**config.mk**
```make
export PLATFORM = sky130hd
export DESIGN_NAME = control_multicycle
export DESIGN_NICKNAME = d
export VERILOG_FILES = /design/src/rtl/control_pkg.sv /design/src/rtl/instr_decode.sv /design/src/rtl/control_multicycle.sv
export SDC_FILE = /design/constraint.sdc
export NUM_CORES = 1
export LEC_CHECK = 0
export CAP_MARGIN = 10
export CORE_ASPECT_RATIO = 0.9
export CORE_MARGIN = 5
export CORE_UTILIZATION = 25
export DETAILED_ROUTE_END_ITERATION = 8
export PLACE_DENSITY = 0.46
export SLEW_MARGIN = 20
export SYNTH_ARGS = -nofsm -noshare
export SYNTH_HDL_FRONTEND = slang
export SYNTH_HIERARCHICAL = 1
export SYNTH_SLANG_ARGS = --single-unit
```
**constraint.sdc**
```tcl
create_clock -name clk_i -period 2.94 [get_ports clk_i]
set_clock_uncertainty 0.1 [all_clocks]
set_input_delay 0.294 -clock clk_i [delete_from_list [all_inputs] [get_ports clk_i]]
set_output_delay 0.294 -clock clk_i [all_outputs]
set_load 0.01 [all_outputs]
```
**src/rtl/control_pkg.sv**
```systemverilog
// Shared types and encodings for the multi-cycle RV32I control unit.
package control_pkg;

  // Control FSM states.
  typedef enum logic [2:0] {
    FETCH,
    DECODE,
    EXEC,
    MEM,
    WB,
    TRAP
  } state_t;

  // Major opcodes.
  localparam logic [6:0] OPC_LUI    = 7'b0110111;
  localparam logic [6:0] OPC_AUIPC  = 7'b0010111;
  localparam logic [6:0] OPC_JAL    = 7'b1101111;
  localparam logic [6:0] OPC_JALR   = 7'b1100111;
  localparam logic [6:0] OPC_BRANCH = 7'b1100011;
  localparam logic [6:0] OPC_LOAD   = 7'b0000011;
  localparam logic [6:0] OPC_STORE  = 7'b0100011;
  localparam logic [6:0] OPC_OP_IMM = 7'b0010011;
  localparam logic [6:0] OPC_OP     = 7'b0110011;

  // Branch funct3 values.
  localparam logic [2:0] F3_BEQ  = 3'b000;
  localparam logic [2:0] F3_BNE  = 3'b001;
  localparam logic [2:0] F3_BLT  = 3'b100;
  localparam logic [2:0] F3_BGE  = 3'b101;
  localparam logic [2:0] F3_BLTU = 3'b110;
  localparam logic [2:0] F3_BGEU = 3'b111;

  // ALU operations.
  localparam logic [3:0] ALU_ADD   = 4'b0000;
  localparam logic [3:0] ALU_SUB   = 4'b0001;
  localparam logic [3:0] ALU_SLL   = 4'b0010;
  localparam logic [3:0] ALU_SLT   = 4'b0011;
  localparam logic [3:0] ALU_SLTU  = 4'b0100;
  localparam logic [3:0] ALU_XOR   = 4'b0101;
  localparam logic [3:0] ALU_SRL   = 4'b0110;
  localparam logic [3:0] ALU_SRA   = 4'b0111;
  localparam logic [3:0] ALU_OR    = 4'b1000;
  localparam logic [3:0] ALU_AND   = 4'b1001;
  localparam logic [3:0] ALU_PASSB = 4'b1010;

  // Immediate formats.
  localparam logic [2:0] IMM_I = 3'b000;
  localparam logic [2:0] IMM_S = 3'b001;
  localparam logic [2:0] IMM_B = 3'b010;
  localparam logic [2:0] IMM_U = 3'b011;
  localparam logic [2:0] IMM_J = 3'b100;

  // PC source select.
  localparam logic [1:0] PC_PLUS4 = 2'b00;
  localparam logic [1:0] PC_IMM   = 2'b01;
  localparam logic [1:0] PC_ALU   = 2'b10;

  // Writeback source select.
  localparam logic [1:0] RES_ALU = 2'b00;
  localparam logic [1:0] RES_MEM = 2'b01;
  localparam logic [1:0] RES_PC4 = 2'b10;

  // Fields decoded from the instruction register.
  typedef struct packed {
    logic       legal;
    logic       is_load;
    logic       is_store;
    logic       is_branch;
    logic       is_jal;
    logic       is_jalr;
    logic [3:0] alu_op;
    logic       alu_src;
    logic [2:0] imm_sel;
  } dec_t;

  // ALU op for OP / OP-IMM. alt is funct7[5]; it only means SUB for the register form.
  function automatic logic [3:0] arith_alu_op(input logic [2:0] funct3, input logic alt,
                                              input logic is_reg);
    logic [3:0] op;
    case (funct3)
      3'b000:  op = (is_reg && alt) ? ALU_SUB : ALU_ADD;
      3'b001:  op = ALU_SLL;
      3'b010:  op = ALU_SLT;
      3'b011:  op = ALU_SLTU;
      3'b100:  op = ALU_XOR;
      3'b101:  op = alt ? ALU_SRA : ALU_SRL;
      3'b110:  op = ALU_OR;
      default: op = ALU_AND;
    endcase
    return op;
  endfunction

endpackage

```
**src/rtl/instr_decode.sv**
```systemverilog
// Combinational decode of the instruction register into control fields and legality.
module instr_decode
  import control_pkg::*;
(
  input  logic [31:0] ir_i,
  output dec_t        dec_o
);

  logic [6:0] opcode;
  logic [2:0] funct3;
  logic       alt;

  assign opcode = ir_i[6:0];
  assign funct3 = ir_i[14:12];
  assign alt    = ir_i[30];

  // Register indices and immediates are consumed by the datapath, not here.
  logic unused_ir;
  assign unused_ir = ^{ir_i[31], ir_i[29:15], ir_i[11:7]};

  // Opcode/funct3 decode; anything unrecognised stays illegal.
  always_comb begin
    dec_o         = '0;
    dec_o.alu_op  = ALU_ADD;
    dec_o.imm_sel = IMM_I;
    case (opcode)
      OPC_OP: begin
        dec_o.legal   = 1'b1;
        dec_o.alu_op  = arith_alu_op(funct3, alt, 1'b1);
        dec_o.alu_src = 1'b0;
      end
      OPC_OP_IMM: begin
        dec_o.legal   = 1'b1;
        dec_o.alu_op  = arith_alu_op(funct3, alt, 1'b0);
        dec_o.alu_src = 1'b1;
      end
      OPC_LUI: begin
        dec_o.legal   = 1'b1;
        dec_o.alu_op  = ALU_PASSB;
        dec_o.alu_src = 1'b1;
        dec_o.imm_sel = IMM_U;
      end
      OPC_AUIPC: begin
        dec_o.legal   = 1'b1;
        dec_o.alu_src = 1'b1;
        dec_o.imm_sel = IMM_U;
      end
      OPC_JAL: begin
        dec_o.legal   = 1'b1;
        dec_o.is_jal  = 1'b1;
        dec_o.alu_src = 1'b1;
        dec_o.imm_sel = IMM_J;
      end
      OPC_JALR: begin
        dec_o.legal   = (funct3 == 3'b000);
        dec_o.is_jalr = 1'b1;
        dec_o.alu_src = 1'b1;
      end
      OPC_BRANCH: begin
        dec_o.legal     = (funct3 != 3'b010) && (funct3 != 3'b011);
        dec_o.is_branch = 1'b1;
        dec_o.alu_op    = ALU_SUB;
        dec_o.alu_src   = 1'b0;
        dec_o.imm_sel   = IMM_B;
      end
      OPC_LOAD: begin
        dec_o.legal   = (funct3 != 3'b011) && (funct3 != 3'b110) && (funct3 != 3'b111);
        dec_o.is_load = 1'b1;
        dec_o.alu_src = 1'b1;
      end
      OPC_STORE: begin
        dec_o.legal    = (funct3 <= 3'b010);
        dec_o.is_store = 1'b1;
        dec_o.alu_src  = 1'b1;
        dec_o.imm_sel  = IMM_S;
      end
      default: dec_o.legal = 1'b0;
    endcase
  end

endmodule

```
**src/rtl/control_multicycle.sv**
```systemverilog
// Multi-cycle RV32I control unit: FETCH/DECODE/EXEC/MEM/WB sequencer with an internal
// instruction register and an absorbing TRAP state for illegal instructions.
// Define CTRL_TIMEOUT_EN to trap when a FETCH or MEM wait reaches TIMEOUT_CYCLES.
module control_multicycle
  import control_pkg::*;
#(
  parameter int unsigned ADDRESS_WIDTH  = 32,
  parameter int unsigned ALUCTRL_WIDTH  = 4,
  parameter int unsigned TIMEOUT_CYCLES = 15
) (
  input  logic                     clk_i,
  input  logic                     rst_i,
  input  logic [ADDRESS_WIDTH-1:0] instr_i,
  input  logic                     instr_valid_i,
  input  logic                     mem_ready_i,
  input  logic                     eq_i,
  input  logic                     lt_i,
  input  logic                     ltu_i,
  output logic                     instr_req_o,
  output logic                     regWrite_en_o,
  output logic [ALUCTRL_WIDTH-1:0] ALUctrl_o,
  output logic                     ALUsrc_o,
  output logic [2:0]               IMMctrl_o,
  output logic [1:0]               PCsrc_o,
  output logic                     pc_en_o,
  output logic                     mem_req_o,
  output logic                     mem_we_o,
  output logic [2:0]               mem_size_o,
  output logic [1:0]               resultSrc_o,
  output logic                     illegal_o
);

  state_t                   state_q, state_d;
  logic [ADDRESS_WIDTH-1:0] ir_q, ir_d;
  dec_t                     dec;
  logic [2:0]               funct3;
  logic                     br_taken;

  assign funct3 = ir_q[14:12];

  instr_decode u_instr_decode (
    .ir_i  (ir_q),
    .dec_o (dec)
  );

`ifdef CTRL_TIMEOUT_EN
  localparam int unsigned CntW = ($clog2(TIMEOUT_CYCLES + 1) > 4) ?
                                 $clog2(TIMEOUT_CYCLES + 1) : 4;
  logic [CntW-1:0] wait_cnt_q, wait_cnt_d;
  logic            waiting;
`else
  logic unused_timeout;
  assign unused_timeout = ^TIMEOUT_CYCLES;
`endif

  // Branch condition from the ALU flags of the current EXEC cycle.
  always_comb begin
    br_taken = 1'b0;
    case (funct3)
      F3_BEQ:  br_taken = eq_i;
      F3_BNE:  br_taken = ~eq_i;
      F3_BLT:  br_taken = lt_i;
      F3_BGE:  br_taken = ~lt_i;
      F3_BLTU: br_taken = ltu_i;
      F3_BGEU: br_taken = ~ltu_i;
      default: br_taken = 1'b0;
    endcase
  end

  // Next-state and instruction register capture.
  always_comb begin
    state_d = state_q;
    ir_d    = ir_q;
    case (state_q)
      FETCH: begin
        if (instr_valid_i) begin
          ir_d    = instr_i;
          state_d = DECODE;
        end
      end
      DECODE: state_d = dec.legal ? EXEC : TRAP;
      EXEC: begin
        if (dec.is_load || dec.is_store) state_d = MEM;
        else if (dec.is_branch)          state_d = FETCH;
        else                             state_d = WB;
      end
      MEM: begin
        if (mem_ready_i) state_d = dec.is_store ? FETCH : WB;
      end
      WB:      state_d = FETCH;
      TRAP:    state_d = TRAP;
      default: state_d = FETCH;
    endcase
`ifdef CTRL_TIMEOUT_EN
    // Counter only runs while stalled; any state change leaves it cleared.
    waiting    = ((state_q == FETCH) && !instr_valid_i) || ((state_q == MEM) && !mem_ready_i);
    wait_cnt_d = '0;
    if (waiting) begin
      if (wait_cnt_q == CntW'(TIMEOUT_CYCLES - 1)) state_d = TRAP;
      else                                          wait_cnt_d = wait_cnt_q + 1'b1;
    end
`endif
  end

  // State, IR and wait counter registers with synchronous reset.
  always_ff @(posedge clk_i) begin
    if (rst_i) begin
      state_q <= FETCH;
      ir_q    <= '0;
`ifdef CTRL_TIMEOUT_EN
      wait_cnt_q <= '0;
`endif
    end else begin
      state_q <= state_d;
      ir_q    <= ir_d;
`ifdef CTRL_TIMEOUT_EN
      wait_cnt_q <= wait_cnt_d;
`endif
    end
  end

  // Output decode from state and IR; everything is forced low while reset is held.
  always_comb begin
    instr_req_o   = 1'b0;
    regWrite_en_o = 1'b0;
    ALUctrl_o     = '0;
    ALUsrc_o      = 1'b0;
    IMMctrl_o     = 3'b000;
    PCsrc_o       = PC_PLUS4;
    pc_en_o       = 1'b0;
    mem_req_o     = 1'b0;
    mem_we_o      = 1'b0;
    mem_size_o    = 3'b000;
    resultSrc_o   = RES_ALU;
    illegal_o     = 1'b0;
    if (!rst_i) begin
      case (state_q)
        FETCH:  instr_req_o = 1'b1;
        DECODE: IMMctrl_o = dec.imm_sel;
        EXEC: begin
          IMMctrl_o = dec.imm_sel;
          ALUctrl_o = ALUCTRL_WIDTH'(dec.alu_op);
          ALUsrc_o  = dec.alu_src;
          if (dec.is_branch) begin
            pc_en_o = 1'b1;
            PCsrc_o = br_taken ? PC_IMM : PC_PLUS4;
          end
        end
        MEM: begin
          IMMctrl_o  = dec.imm_sel;
          mem_req_o  = 1'b1;
          mem_we_o   = dec.is_store;
          mem_size_o = funct3;
          // A store retires in the ack cycle, so the PC strobe waits for the ack.
          pc_en_o    = dec.is_store && mem_ready_i;
        end
        WB: begin
          IMMctrl_o     = dec.imm_sel;
          regWrite_en_o = 1'b1;
          pc_en_o       = 1'b1;
          if (dec.is_jal)       PCsrc_o = PC_IMM;
          else if (dec.is_jalr) PCsrc_o = PC_ALU;
          if (dec.is_load)                    resultSrc_o = RES_MEM;
          else if (dec.is_jal || dec.is_jalr) resultSrc_o = RES_PC4;
        end
        TRAP:    illegal_o = 1'b1;
        default: instr_req_o = 1'b0;
      endcase
    end
  end

endmodule

```
-- Word level (Yosys, flattened, before mapping)
Cells that the tools add are included.
- memories kept: 0
- bits in latches: 0
- memory bits (writable): 0
- ROM bits: 0
- output and inout port bits: 21
- bits of input ports: 39
- flip-flop bits (word level): 34
- add/sub/neg operators: 0
- eq/ne operators: 27
- bitwise operators: 3
- mux-type cells: 52
- magnitude comparators: 1
- $mul: 0
- reduce and logical (&&, ||, !) cells: 14
- divide/modulo/power cells: 0
- shift-type cells: 0
- operators by type and width (kind ; count):
    $pmux 4 s7 ; 2
    $mux 3 ; 10
    $mux 1 ; 24
    $eq 7x6->1 const B ; 3
    $eq 7x7->1 const B ; 3
    $eq 3x3->1 const B ; 6
    $pmux 4 s4 ; 1
    $pmux 3 s5 ; 1
    $eq 7x5->1 const B ; 2
    $mux 2 ; 7
    $eq 3x2->1 const B ; 4
    $pmux 3 s4 ; 1
    $mux 4 ; 2
    $eq 7x2->1 const B ; 1
    $reduce_or 7->1 ; 1
    $eq 3x1->1 const B ; 2
    $logic_not 3->1 ; 2
    $ne 3x2->1 const B ; 2
    $ne 3x3->1 const B ; 2
    $pmux 1 s6 ; 1
    $pmux 1 s5 ; 1
    $reduce_or 5->1 ; 1
    $logic_and 1x1->1 ; 4
    $ne 2x2->1 const B ; 2
    8 further kinds ; 12

-- Depth between registers and ports, before layout
Gate-level depths: netlist (run 1).
- depth in word-level cells: 7
- mapped depth: 8
- mapped depth without buffers: 7

-- Modules after synthesis
The synthesis (run 1) kept the hierarchy.
- modules (own cells, without submodules) (module ; instances ; cells each ; sequential area each (µm²) ; area each (µm²)):
    control_multicycle ; 1 ; 209 ; 700.7 ; 1621.6
    instr_decode ; 1 ; 58 ; 0.0 ; 340.3

-- Worst setup path after synthesis (run 1)
OpenSTA, ideal clock, no wires.
- path type: reg2out
- start: register ir_q[3]
- end: output port pc_en_o
- path buffers: 1
- data required time: 2546 ps
- arrival: 1943 ps
- cell stages (with the launch flop): 8
- path slack: 603 ps
- cells stage by stage: dfxtp_1 buf_6 or3_4 or3_4 nor2_1 nand3_1 a211o_1 a21oi_1
- RTL lines (what ; RTL line ; text):
    from (decl) ; control_multicycle.sv:34 ; logic [ADDRESS_WIDTH-1:0] ir_q, ir_d;
    from (signal assigned) ; control_multicycle.sv:115 ; ir_q <= ir_d;
    to (decl) ; control_multicycle.sv:25 ; output logic pc_en_o,

==> results of run 1 <==
-- worst min path at each step --
stage               startpoint  slack, ns        to  cells past startpoint
floorplan           instr_i[5]       0.33   ir_q[5]                      2
global placement       ir_q[1]       0.36   ir_q[1]                      2
detailed placement     ir_q[1]       0.37   ir_q[1]                      2
CTS                    ir_q[1]       0.38   ir_q[1]                      2
global route           ir_q[0]       0.41   ir_q[0]                      2
finish                ir_q[30]       0.37  ir_q[30]                      2
-- cells in the final DEF (no fill, tap or decap), types with 5 or more instances in the layout --
cell type / n
sky130_fd_sc_hd__nor2_1: 10
sky130_fd_sc_hd__nand2_1: 30
sky130_fd_sc_hd__nor3_1: 6
sky130_fd_sc_hd__a21oi_1: 20
sky130_fd_sc_hd__clkdlybuf4s50_1: 37
sky130_fd_sc_hd__dfxtp_1: 14
sky130_fd_sc_hd__inv_1: 5
sky130_fd_sc_hd__buf_4: 11
sky130_fd_sc_hd__nand2b_1: 5
sky130_fd_sc_hd__o21ai_0: 5
sky130_fd_sc_hd__nor2b_1: 6
sky130_fd_sc_hd__and2_1: 13
-- routing by layer --
metal | global-route usage | wire length (um) | part of all wire
met1 | 0.163 | 1830 | 0.51
met4 | 0.0237 | 10 | 0.0028
met2 | 0.162 | 1500 | 0.42
met5 | 0 | 0 | 0
met3 | 0.0204 | 255 | 0.071
-- state kept, by name, indices dropped and copies added (netlist names) --
| register | flops |
|---|---|
| ir_q | 11 |
| state_q | 3 |
-- worst max-delay path, cell delays in order (launching register included) --
cell                              delay, ns
sky130_fd_sc_hd__dfxtp_1               0.35
sky130_fd_sc_hd__nand2_1               0.09
sky130_fd_sc_hd__or3_4                 0.36
sky130_fd_sc_hd__or3_4                 0.35
sky130_fd_sc_hd__nor2_1                0.28
sky130_fd_sc_hd__and2_1                0.18
sky130_fd_sc_hd__clkdlybuf4s50_1       0.53
-- layout make-up --
cell class / instances / area (um2)
clock buffer: 3 / 41.3
fill: 570 / 3130
inverter: 6 / 22.5
multi-input combinational: 142 / 847
sequential: 14 / 280
tap: 65 / 81.3
timing repair buffer: 49 / 462
-- timing repair --
| action | 4_1_cts | 5_1_grt |
|---|---|---|
| gates resized for setup | 1 | 0 |
| hold buffers | 0 | 0 |
| endpoints found under the setup margin | 1 | 0 |
-- power by group through the flow --
stage | Sequential (W) | Clock [W] | Combinational [W]
6_report | 0.000229 | 0.000148 | 0.000122
4_1_cts | 0.000229 | 0.000156 | 0.000122
2_1_floorplan | 0.000219 | 0 | 0.0000898
5_1_grt | 0.000233 | 0.000163 | 0.000137
3_5_place_dp | 0.000233 | 0 | 0.000122
3_3_place_gp | 0.000233 | 0 | 0.000123
-- stage by stage --
step	hold WS, ns	std cells	utilization	area, um2
after floorplan	0.330	180	-	1260
after global placement	0.364	276	0.348	1690
after detailed placement	0.369	276	0.348	1690
after CTS	0.377	279	0.356	1730
after global routing	0.411	279	0.356	1730
final	0.373	279	0.356	1730
==> impl_metrics.env, run 1 <==
export IMPL_power_density_cell_area_nw_per_um2=287
export IMPL_tns_ns=0
export IMPL_critical_path_arrival_ns=2.37
export IMPL_final_setup_viol_count=0
export IMPL_gp_congestion=0.772
export IMPL_number_of_design_rule_violations_left_after_detail_routing=0
export IMPL_syn_cell_area_um2=1260
export IMPL_detailedPlacementHpwl_mm=2.78
export IMPL_worstRegToRegCells=7
export IMPL_cts_setup_buffers=0
export IMPL_synth_warning_count=6
export IMPL_cts_buffers=3
export IMPL_cp_max_fo=5
export IMPL_power_ir_vdd_worst_mv=0.200
export IMPL_tritoncts_clock_tree="done"
export IMPL_place_worst_setup_slack_ns=0.144
export IMPL_pin_count_of_the_biggest_net_entering_global_routing=18
export IMPL_worstSetupStartpointType="register"
export IMPL_setup_worst_path_end_class="output port"
export IMPL_core_um2=4860
export IMPL_io_buffer_count=38
export IMPL_final_net_count=255
export IMPL_cts_max_path_buffers=2
export IMPL_crit_path_time_final_ns=2.77
export IMPL_wirelength_mm=3.60
export IMPL_grt_first_pass_wirelength_mm=6.06
export IMPL_netSwitchingFraction=0.282
export IMPL_min_path_type="register to register"
export IMPL_worstMarginPinSlew_ns=0.521
export IMPL_total_internal_power_w=0.000358
export IMPL_clock_latency_ns=0.24
export IMPL_p_comb_frac=0.244
export IMPL_tritoncts_num_sinks=14
export IMPL_cp_startpoint="ir_q[1]"
export IMPL_crit_end="resultSrc_o[0]"
export IMPL_syn_nets=219
export IMPL_drt_first_pass_iters=4
export IMPL_fp_dieArea_um2=6560
export IMPL_share_of_power_burned_in_registers=0.460
export IMPL_max_freq_mhz=361
export IMPL_worst_setup_hold_path_clk_slew_ns=0.05
export IMPL_r2r_end="state_q[0]"
export IMPL_vias=1331
export IMPL_number_of_global_route_vias_before_repair=1219
export IMPL_layout_drive_gt1_share=0.103
export IMPL_post_synth_inst_count=180
export IMPL_global_route_usage_total=0.109
export IMPL_grt_antenna_before_repair=0
export IMPL_outcome="finished, final reports clean"
export IMPL_p_leak_nw=0.608
export IMPL_final_hold_viol_count=0
export IMPL_drt_wirelength_per_cell_um=12.9
export IMPL_timing_final_ws_setup_ns=0.173
export IMPL_power_switching_w=0.000141
export IMPL_rsz_0062_raised_after_global_routing="false"
export IMPL_ctsRootBufferMaster="sky130_fd_sc_hd__clkbuf_8"
export IMPL_maxCapViolations=0
export IMPL_crit_required_ns=2.55
export IMPL_std_cell_rows=24
export IMPL_synthesis_area_per_instance_um2=6.99
export IMPL_initial_core_util=0.259
export IMPL_criticalPathCategory="register to output port"
export IMPL_worst_r2r_startpoint="ir_q[1]"
export IMPL_count_of_pins_over_their_slew_limit=0
export IMPL_relSlewSlack=0.650
export IMPL_ant_nets=0
export IMPL_viasPerCell=4.77
export IMPL_clock_power_share=0.296
export IMPL_io_pins=60
export IMPL_antenna_cells_inserted=0
export IMPL_grt_remaining_overflow=0
export IMPL_first_iteration_detailed_routing_drc_count=85
export IMPL_period_share=0.941
export IMPL_ff2ff_setup_slack_ns=0.85
export IMPL_fp_dieW_um=84.8
export IMPL_die_height_um=77.3
export IMPL_syn2layout_area_growth_pct=37.8
export IMPL_ctsHtreeMaxLevel=1
export IMPL_power_total_w=0.000499
No activity file was read; power rests on OpenSTA's default activity.
==> run 2, diff against run 1 <==
- SETUP_SLACK_MARGIN: not set -> 0.15
==> impl_metrics.env, run 2 (synthesized netlist as in run 1, its figures left out) <==
export IMPL_clock_power_share=0.295
export IMPL_crit_slowest_cell="sky130_fd_sc_hd__clkdlybuf4s50_1"
export IMPL_outcome="finished, final reports clean"
export IMPL_crit_path_time_final_ns=2.68
export IMPL_worstSetupStartpointType="register"
export IMPL_critical_path_max_stage_delay_ns=0.53
export IMPL_critPathTopFamily="simple AND/OR/NAND/NOR gates"
export IMPL_layoutNonFillerInstCount=279
export IMPL_cp_buffers_inverters=1
export IMPL_rsz_0062_raised_after_global_routing="true"
export IMPL_multi_input_comb_area_um2=855
export IMPL_drt_wirelength_per_cell_um=12.9
export IMPL_min_delay_start="ir_q[30]"
export IMPL_max_freq_mhz=373
export IMPL_worst_path_most_repeated_cell="sky130_fd_sc_hd__or3_4"
export IMPL_tns_ns=0
export IMPL_power_ir_vdd_worst_mv=0.201
export IMPL_share_of_power_burned_in_registers=0.460
export IMPL_netSwitchingFraction=0.283
export IMPL_ff_latch_area_um2=282
export IMPL_antenna_cells_inserted=0
export IMPL_critical_path_cell_chain="nand2_1 > or3_4 > or3_4 > nor2_2 > and2_1 > clkdlybuf4s50_1"
export IMPL_pin_count_of_the_biggest_net_entering_global_routing=18
export IMPL_ff2ff_setup_slack_ns=0.84
export IMPL_drt_first_pass_iters=4
export IMPL_grtUsageMet1=0.163
export IMPL_cts_hold_fix_buffers=0
export IMPL_power_total_w=0.000500
export IMPL_maxCapViolations=0
export IMPL_relSlewSlack=0.650
export IMPL_clock_latency_ns=0.24
export IMPL_worst_setup_hold_path_clk_slew_ns=0.05
export IMPL_crit_end="resultSrc_o[0]"
export IMPL_post_place_cells=276
export IMPL_viasPerCell=4.84
export IMPL_largest_registers="ir_q (11), state_q (3)"
export IMPL_global_route_usage_total=0.109
export IMPL_r2r_end="state_q[0]"
export IMPL_period_share=0.911
export IMPL_setup_worst_path_end_class="output port"
export IMPL_ctsHtreeMaxLevel=1
export IMPL_io_buffer_count=38
export IMPL_layout_drive_gt1_share=0.126
export IMPL_p_comb_frac=0.245
export IMPL_timing_final_ws_setup_ns=0.262
export IMPL_criticalPathCategory="register to output port"
export IMPL_ctsRootBufferMaster="sky130_fd_sc_hd__clkbuf_8"
export IMPL_final_design_area_no_fill_um2=1740
export IMPL_p_leak_nw=0.623
export IMPL_grt_util_met3=0.0204
export IMPL_wirelength_mm=3.61
export IMPL_registers_top_by_ff_count="ir_q"
export IMPL_final_setup_viol_count=0
export IMPL_cts_setup_buffers=0
export IMPL_global_route_usage_met2=0.162
export IMPL_grt_busiest_layer="met1"
export IMPL_cp_startpoint="ir_q[1]"
export IMPL_critical_path_arrival_ns=2.28
export IMPL_power_density_cell_area_nw_per_um2=287
export IMPL_power_switching_w=0.000141
export IMPL_layout_cells_most_common="sky130_fd_sc_hd__clkdlybuf4s50_1"
export IMPL_io_pins=60
export IMPL_mostFrequentLayoutCells="sky130_fd_sc_hd__clkdlybuf4s50_1, sky130_fd_sc_hd__nand2_1, sky130_fd_sc_hd__a21oi_1"
export IMPL_cp_max_fo=5
export IMPL_grt_first_pass_wirelength_mm=6.06
export IMPL_crit_required_ns=2.55
export IMPL_min_path_type="register to register"
export IMPL_worst_r2r_startpoint="ir_q[1]"
export IMPL_path_depth=6
export IMPL_nFillCells=570
export IMPL_cts_max_path_buffers=2
export IMPL_post_dp_cell_area_um2=1690
export IMPL_tritoncts_clock_tree="done"
export IMPL_largest_reg_flops=11
export IMPL_fp_dieArea_um2=6560
export IMPL_number_of_design_rule_violations_left_after_detail_routing=0
export IMPL_ant_nets=0
export IMPL_tritoncts_num_sinks=14
export IMPL_first_iteration_detailed_routing_drc_count=89
export IMPL_number_of_global_route_vias_before_repair=1219
export IMPL_count_of_pins_over_their_slew_limit=0
export IMPL_place_worst_setup_slack_ns=0.144
export IMPL_core_um2=4860
export IMPL_worstMarginPinSlew_ns=0.521
export IMPL_grt_antenna_before_repair=0
export IMPL_grt_remaining_overflow=0
export IMPL_die_height_um=77.3
export IMPL_std_cell_rows=24
export IMPL_total_internal_power_w=0.000358
export IMPL_syn2layout_area_growth_pct=38.4
export IMPL_worstRegToRegCells=7
export IMPL_gp_congestion=0.772
export IMPL_detailedPlacementHpwl_mm=2.78
export IMPL_final_net_count=255
export IMPL_final_hold_viol_count=0
export IMPL_vias=1349
export IMPL_cts_buffers=3
export IMPL_initial_core_util=0.259
export IMPL_fp_dieW_um=84.8
[run 2: metal layers]
layer  wire length [um]  share of wire
met5                  0              0
met4                 10         0.0028
met3                258          0.072
met2               1490           0.41
met1               1850           0.51
[run 2: through the flow]
step / utilization / hold WS, ns
after floorplan: - / 0.330
after global placement: 0.348 / 0.364
after detailed placement: 0.348 / 0.369
after CTS: 0.356 / 0.377
after global routing: 0.358 / 0.411
final: 0.358 / 0.373
[run 2: how the worst min path moves through the flow]
stage,to,cells after the start
floorplan,ir_q[5],2
global placement,ir_q[1],2
detailed placement,ir_q[1],2
CTS,ir_q[1],2
global route,ir_q[0],2
finish,ir_q[30],2
[run 2: layout make-up]
| cell class | instances | area share |
|---|---|---|
| Tap cell | 65 | 0.0467 |
| Timing Repair Buffer | 49 | 0.264 |
| Multi-Input combinational cell | 142 | 0.491 |
| Sequential cell | 14 | 0.162 |
| Clock buffer | 3 | 0.0237 |
| Inverter | 6 | 0.0129 |
[run 2: power groups by stage]
stage / Combinational (W) / Clock [W] / Sequential, W
3_3_place_gp: 0.000123 / 0 / 0.000233
3_5_place_dp: 0.000122 / 0 / 0.000233
2_1_floorplan: 0.0000898 / 0 / 0.000219
4_1_cts: 0.000122 / 0.000156 / 0.000229
5_1_grt: 0.000137 / 0.000163 / 0.000233
6_report: 0.000122 / 0.000148 / 0.000230
[run 2: tightest hold or removal path, stage by stage, from the launching register on]
cell	delay, ns
sky130_fd_sc_hd__dfxtp_1	0.32
sky130_fd_sc_hd__nand2_1	0.06
sky130_fd_sc_hd__a21oi_1	0.05
[run 2: what timing repair did]
action,in CTS,in global routing
endpoints found under the setup margin,2,8
cloned,0,0
gates resized for setup,1,7
endpoints found under the hold margin,0,0
==> run 3, diff against run 2 <==
- ABC_AREA: not set -> 1
==> impl_metrics.env, run 3 <==
export IMPL_outcome="finished, final reports clean"
export IMPL_power_density_cell_area_nw_per_um2=437
export IMPL_maxCapViolations=0
export IMPL_p_leak_nw=0.723
export IMPL_registers_top_by_ff_count="ir_q"
export IMPL_largest_registers="ir_q (11), state_q (3)"
export IMPL_worst_hold_slack_ns=0.361
export IMPL_cts_max_path_buffers=2
export IMPL_largest_reg_flops=11
export IMPL_initial_core_util=0.257
export IMPL_worst_r2r_startpoint="ir_q[13]"
export IMPL_first_iteration_detailed_routing_drc_count=71
export IMPL_power_ir_vdd_worst_mv=0.148
export IMPL_cp_startpoint="rst_i"
export IMPL_crit_path_time_final_ns=2.45
export IMPL_clock_latency_ns=0.24
export IMPL_layout_cells_most_common="sky130_fd_sc_hd__inv_1"
export IMPL_mostFrequentLayoutCells="sky130_fd_sc_hd__inv_1, sky130_fd_sc_hd__nand2_1, sky130_fd_sc_hd__clkdlybuf4s50_1"
export IMPL_critical_path_cell_chain="clkdlybuf4s50_1 > inv_2 > nand2_1 > nor3b_1 > clkdlybuf4s50_1"
export IMPL_cts_hold_fix_buffers=0
export IMPL_critical_path_arrival_ns=2.06
export IMPL_ctsHtreeMaxLevel=1
export IMPL_synth_warning_count=6
export IMPL_syn_cell_area_um2=1250
export IMPL_place_worst_setup_slack_ns=0.472
export IMPL_ant_nets=0
export IMPL_crit_required_ns=2.55
export IMPL_criticalPathCategory="primary input to output port"
export IMPL_std_cell_rows=24
export IMPL_final_setup_viol_count=0
export IMPL_vias=1335
export IMPL_worst_setup_hold_path_clk_slew_ns=0.05
export IMPL_grt_antenna_before_repair=0
export IMPL_period_share=0.834
export IMPL_antenna_cells_inserted=0
export IMPL_core_um2=4860
export IMPL_grt_remaining_overflow=0
export IMPL_drt_wirelength_per_cell_um=10.5
export IMPL_syn_nets=259
export IMPL_ff_latch_area_um2=280
export IMPL_detailedPlacementHpwl_mm=2.72
export IMPL_cts_buffers=3
export IMPL_cp_max_fo=18
export IMPL_pin_count_of_the_biggest_net_entering_global_routing=23
export IMPL_tritoncts_clock_tree="done"
export IMPL_fp_dieArea_um2=6530
export IMPL_power_total_w=0.000737
export IMPL_nFillCells=588
export IMPL_global_route_usage_total=0.105
export IMPL_setup_worst_path_end_class="output port"
export IMPL_post_synth_inst_count=220
export IMPL_min_path_type="register to register"
export IMPL_drt_first_pass_iters=4
export IMPL_tns_ns=0
export IMPL_gp_congestion=0.882
export IMPL_fp_dieW_um=84.6
export IMPL_timing_final_ws_setup_ns=0.489
export IMPL_final_hold_viol_count=0
export IMPL_number_of_design_rule_violations_left_after_detail_routing=0
export IMPL_critical_path_max_stage_delay_ns=0.58
export IMPL_multi_input_comb_area_um2=713
export IMPL_layout_drive_gt1_share=0.135
export IMPL_count_of_pins_over_their_slew_limit=0
export IMPL_rsz_0062_raised_after_global_routing="false"
export IMPL_cts_setup_buffers=0
export IMPL_die_height_um=77.1
export IMPL_min_delay_start="ir_q[0]"
export IMPL_relSlewSlack=0.775
export IMPL_crit_slowest_cell="sky130_fd_sc_hd__clkdlybuf4s50_1"
export IMPL_max_freq_mhz=408
export IMPL_final_net_count=292
export IMPL_worst_path_most_repeated_cell="sky130_fd_sc_hd__clkdlybuf4s50_1"
export IMPL_grt_first_pass_wirelength_mm=5.82
export IMPL_wirelength_mm=3.32
export IMPL_worstSetupStartpointType="primary input"
export IMPL_ctsRootBufferMaster="sky130_fd_sc_hd__clkbuf_8"
export IMPL_worstMarginPinSlew_ns=0.337
export IMPL_tritoncts_num_sinks=14
export IMPL_cts_repair_resize_count=0
export IMPL_synthesis_area_per_instance_um2=5.69
export IMPL_io_buffer_count=38
export IMPL_syn2layout_area_growth_pct=34.7
export IMPL_number_of_global_route_vias_before_repair=1300
export IMPL_io_pins=60
export IMPL_viasPerCell=4.22
-- run 3: changes by cell type in the layout (fill, tap and decap cells not counted), sizes merged, moves of 6 or more --
cell   before  now
and2       13    0
nand2      30   47
o21ai       6   18
nand3       2   19
buf        11    0
nor2       10   37
inv         6   50
nor2b       6    0
-- run 3: final timing paths --
| check | slack, ns | cells after the start | to |
|---|---|---|---|
| min reg2reg | 0.36 | 2 | ir_q[0] |
| min | 0.36 | 2 | ir_q[0] |
| max reg2reg | 1.29 | 12 | state_q[2] |
| max | 0.49 | 5 | PCsrc_o[1] |
-- run 3: per-stage QoR --
step                       util  instance area, um2  instances
after floorplan               -                1250        220
after global placement    0.338                1650        313
after detailed placement  0.338                1650        313
after CTS                 0.347                1690        316
after global routing      0.347                1690        316
final                     0.347                1690        316
-- run 3: worst max-delay path: cells and delay by family --
family        cells  cell delay, ns
simple gates      2            0.38
buf+inv           3            1.39
-- run 3: layout make-up --
| type | instances | share of cell area |
|---|---|---|
| tap | 65 | 0.0482 |
| sequential | 14 | 0.166 |
| clock buffer | 3 | 0.0245 |
| inverter | 50 | 0.113 |
| multi-input combinational | 146 | 0.423 |
| timing repair buffer | 38 | 0.226 |
-- run 3: where the power goes --
part | internal [W] | leakage (nW) | switching, W | total, W
clock | 0.0000904 | 0.0216 | 0.0000635 | 0.000154
combinational | 0.000115 | 0.586 | 0.000189 | 0.000304
sequential | 0.000229 | 0.116 | 0.0000498 | 0.000279
total | 0.000435 | 0.723 | 0.000302 | 0.000737
-- run 3: layer usage --
metal,global-route usage,share of wire,vias up
li1,-,-,733
met1,0.152,0.52,572
met2,0.158,0.42,28
met3,0.0193,0.044,2
met4,0.0285,0.0087,0
met5,0,0,-
